## src/rtl/mem_arbiter.sv

```systemverilog
// mem_arbiter: shares one single-ported memory between instruction fetch and data access,
// with data priority bounded by a streak limit so a pending fetch is never starved.
module mem_arbiter #(
  parameter int MAX_DATA_STREAK = 4,
  parameter int STREAK_W = 3
) (
  input  logic        clk,
  input  logic        reset,
  input  logic        if_req,
  input  logic [31:0] if_addr,
  input  logic        if_kill,
  output logic        if_ready,
  output logic [31:0] if_rdata,
  input  logic        dm_req,
  input  logic        dm_we,
  input  logic [31:0] dm_addr,
  input  logic [31:0] dm_wdata,
  input  logic [2:0]  dm_ctrl,
  output logic        dm_ready,
  output logic [31:0] dm_rdata,
  output logic        mem_req,
  output logic        mem_we,
  output logic [31:0] mem_addr,
  output logic [31:0] mem_wdata,
  output logic [2:0]  mem_ctrl,
  input  logic [31:0] mem_rdata,
  input  logic        mem_ack,
  output logic        busy,
  output logic        grant_dm
);
  typedef enum logic [1:0] {IDLE, WAIT, DONE} state_t;
  localparam logic [STREAK_W-1:0] MAX_STREAK = STREAK_W'(MAX_DATA_STREAK);
  state_t state;
  logic [STREAK_W-1:0] streak;
  logic killed, if_done, dm_done, if_pend, pick_dm;
  assign if_pend = if_req & ~if_kill;
  assign pick_dm = dm_req & (~if_pend | (streak != MAX_STREAK));
  // a kill arriving in the DONE cycle still has to swallow the pulse
  assign if_ready = if_done & ~if_kill;
  assign dm_ready = dm_done;
  assign busy = state != IDLE;
  always_ff @(posedge clk) begin
    if (reset) begin
      state <= IDLE;
      streak <= '0;
      killed <= 1'b0;
      if_done <= 1'b0;
      dm_done <= 1'b0;
      mem_req <= 1'b0;
      mem_we <= 1'b0;
      mem_addr <= '0;
      mem_wdata <= '0;
      mem_ctrl <= '0;
      if_rdata <= '0;
      dm_rdata <= '0;
      grant_dm <= 1'b0;
    end else begin
      case (state)
        IDLE: if (dm_req | if_pend) begin
          state <= WAIT;
          mem_req <= 1'b1;
          grant_dm <= pick_dm;
          mem_we <= pick_dm & dm_we;
          mem_addr <= pick_dm ? dm_addr : if_addr;
          mem_wdata <= pick_dm ? dm_wdata : '0;
          mem_ctrl <= pick_dm ? dm_ctrl : 3'b000;
          // pick_dm with a pending fetch implies streak is below the limit, so this saturates
          streak <= (pick_dm & if_pend) ? streak + 1'b1 : '0;
        end
        WAIT: begin
          if (if_kill & ~grant_dm) killed <= 1'b1;
          if (mem_ack) begin
            state <= DONE;
            mem_req <= 1'b0;
            if (grant_dm) begin
              dm_rdata <= mem_rdata;
              dm_done <= 1'b1;
            end else if (~(killed | if_kill)) begin
              if_rdata <= mem_rdata;
              if_done <= 1'b1;
            end
          end
        end
        DONE: begin
          state <= IDLE;
          killed <= 1'b0;
          if_done <= 1'b0;
          dm_done <= 1'b0;
        end
        default: state <= IDLE;
      endcase
    end
  end
endmodule

```

## config.mk

```make
export PLATFORM = sky130hd
export DESIGN_NAME = mem_arbiter
export DESIGN_NICKNAME = d
export VERILOG_FILES = /design/src/rtl/mem_arbiter.sv
export SDC_FILE = /design/constraint.sdc
export NUM_CORES = 1
export LEC_CHECK = 0
export CAP_MARGIN = 25
export CORE_AREA = 2 2 107 109
export DETAILED_ROUTE_END_ITERATION = 8
export DIE_AREA = 0 0 109 111
export DONT_BUFFER_PORTS = 1
export GPL_ROUTABILITY_DRIVEN = 0
export PLACE_DENSITY = 0.64
export SYNTH_ARGS = -nofsm -noshare
export SYNTH_HDL_FRONTEND = slang
export SYNTH_SLANG_ARGS = --single-unit
```

## constraint.sdc

```tcl
create_clock -name clk -period 2.3 [get_ports clk]
set_clock_uncertainty 0.15 [all_clocks]
set_input_delay 0.69 -clock clk [delete_from_list [all_inputs] [get_ports clk]]
set_output_delay 0.69 -clock clk [all_outputs]
set_load 0.01 [all_outputs]
```

==> impl_metrics.ini <==
[sta]
max_freq_mhz = 471
min_period_over_period = 0.923
final_hold_viol_count = 0
rsz0062_at_grt = no
maxSlewViolCount = 0
timing.final.crit_period_ps = 2120
setup_viol = 0
worst_pin_slew_ps = 503
slew_headroom = 0.665
fin_tns_setup_ps = 0

[logic_synthesis]
netlist_instances = 630
syn_area_per_cell_um2 = 8.24
synth.ff_latch_count = 142
seq_area_frac_synth = 0.548
yosysUniqueCellTypes = 30
ys.warnings.count = 0
syn_nets = 770
netlist_area_um2 = 5190

[worst_setup_path]
r2r-end = dm_rdata[22]$_SDFFE_PP0P_
cp-start-kind = register
setup.worst_path.end_class = output port
worst-path-max-fanout = 5
critical_path.top_delay_family = flip-flops
regToRegStartpoint = state[0]$_SDFFE_PP0P_
rr_worst_depth = 5
max_stage_delay_ps = 370
criticalPathCategory = register to output port
cp.required_ps = 1460
ff2ff_setup_slack_ps = 530
cpMaxStageDelayCell = dfxtp_1
worstPathCellList = nor2_1, inv_1
arrival_ps = 1280
cp_num_buf_inv = 1

[routing]
routedWlPerCell_um = 17.5
ant_nets = 0
drc = 0
drtIter0Drc = 345
wl_um = 13400
dr.pass1.iters = 7
vias = 4351
vias_per_cell = 5.67

[run_status]
outcome = finished, final reports clean

[cells_and_area]
final_cell_mix = nand2_1, dfxtp_1, a21oi_1
drive_above_1_share = 0.0753
fillers = 1009
antenna_cells = 0
final_common_cell = nand2_1
synthToLayoutAreaGrowth_pct = 13.4
final_nets = 751

[floorplan]
num_rows = 39
die_width_um = 109
die_height_um = 111
die_area_um2 = 12100
start_util = 0.469
core_um2 = 11100
io_pins = 275

[cts]
tritoncts = yes
clock-sinks = 142
clk_path_buf_depth = 2
root_buffer = clkbuf_16
holdBufCountCts = 0
ctsResizeCount = 0
numCtsBuffers = 17
clock_latency_ps = 410
path_clk_slew_ps = 60
cts_post_setup_buffers_inserted = 0
h-tree-depth = 4

[min_path]
hold_path_end = streak[1]$_SDFFE_PP0P_
hold_depth = 1
hold_path.class = input pin to register
hp-start = reset

[global_route]
grt_max_degree = 111
antenna_found_initial = 0
grtUsageTotal = 0.216
grt_pass1_vias = 4154
gr-total-overflow = 0
grt_pass1_wl_um = 20600

[power]
ir_drop_mv = 0.509
power_density_nw_per_um2 = 1030
p_total_mw = 6.05
p_leak_nw = 2.17

[placed_design]
port_buffers = 0
dp_hpwl_um = 9110

[flow_run]
drv_cap = 0
==> report_power, final <==
group | switching [mW] | leakage [nW] | internal [mW] | total, mW
Clock | 1.04 | 0.311 | 1.88 | 2.92
Combinational | 0.233 | 0.694 | 0.135 | 0.368
Sequential | 0.162 | 1.16 | 2.60 | 2.76
==> metal layers <==
layer,GRT usage,vias to the layer above,routed length [um]
met3,0.0970,27,1540
met5,0,-,0
li1,-,2085,-
met1,0.238,2000,4970
met4,0.0829,0,331
met2,0.359,239,6540
==> synthesized netlist by cell type, drive strengths merged <==
cell,n,area (um^2)
and3,1,6.26
a32oi,1,8.76
or4,1,7.51
nand2b,2,12.5
a21oi,133,666
and2,1,6.26
o211ai,1,7.51
mux2i,1,10.0
nor2b,3,18.8
nor3b,1,7.51
nand3b,1,20.0
inv,5,18.8
nand3,1,5.00
buf,27,153
o211a,1,10.0
nor4,1,21.3
nor2,43,161
clkbuf,23,86.3
nand2,165,619
and4,1,8.76
a22oi,37,278
o21a,1,7.51
dfxtp,142,2840
nor4b,1,8.76
nand4b,1,8.76
o21ai,33,165
ha,2,25.0
==> worst register-to-register path: stages, from the launching register on <==
cell and delay [ps]:
dfxtp_1 450, nor2b_1 270, nand3_1 360, buf_12 300, nand2_1 90, a21oi_1 60
==> flip-flops by register name, indices dropped and copies added (netlist names), 2 cells and up <==
| signal | cells |
|---|---|
| dm_rdata | 32 |
| if_rdata | 32 |
| mem_addr | 32 |
| mem_wdata | 32 |
| mem_ctrl | 3 |
| streak | 3 |
| state | 2 |
==> kinds of logic (layout without fill, tap and decap cells) <==
group / count (synthesis) / count (layout) / synth area share
buffers and inverters: 55 / 49 / 0.0497
AND/OR/NAND/NOR: 223 / 223 / 0.176
flip-flops: 142 / 142 / 0.548
multiplexers: 1 / 1 / 0.00193
AO/OA/AOI/OAI: 207 / 207 / 0.220
adder cells (fa/ha/maj): 2 / 2 / 0.00482
==> final cells by class <==
cell class	count	area (um^2)	share of cell area
Multi-Input combinational cell	433	2100	0.357
Tap cell	143	179	0.0304
Inverter	5	18.8	0.00319
Timing Repair Buffer	12	103	0.0174
Clock buffer	20	457	0.0776
Sequential cell	142	2840	0.483
Clock inverter	12	181	0.0308
==> how the worst max path moves through the flow <==
stage / endpoint / start / slack (ps) / cells past startpoint
CTS: busy / state[0]$_SDFFE_PP0P_ / 160 / 2
finish: busy / state[0]$_SDFFE_PP0P_ / 180 / 2
global placement: mem_wdata[14]$_SDFFE_PP0P_ / if_req / 380 / 5
detailed placement: mem_wdata[30]$_SDFFE_PP0P_ / if_req / 320 / 5
floorplan: if_rdata[0]$_SDFFE_PP0P_ / mem_ack / 460 / 6
global route: busy / state[0]$_SDFFE_PP0P_ / 100 / 2
==> stage by stage <==
stage / cells / setup WS (ps) / utilization / instance area [um^2] / hold WS, ps
floorplan: 630 / 456 / - / 5190 / 315
global route: 767 / 95.9 / 0.531 / 5880 / 197
global placement: 735 / 378 / 0.474 / 5250 / 329
detailed placement: 735 / 317 / 0.474 / 5250 / 338
finish: 767 / 177 / 0.531 / 5880 / 221
CTS: 767 / 162 / 0.531 / 5880 / 203
(Power assumes the default switching activity.)
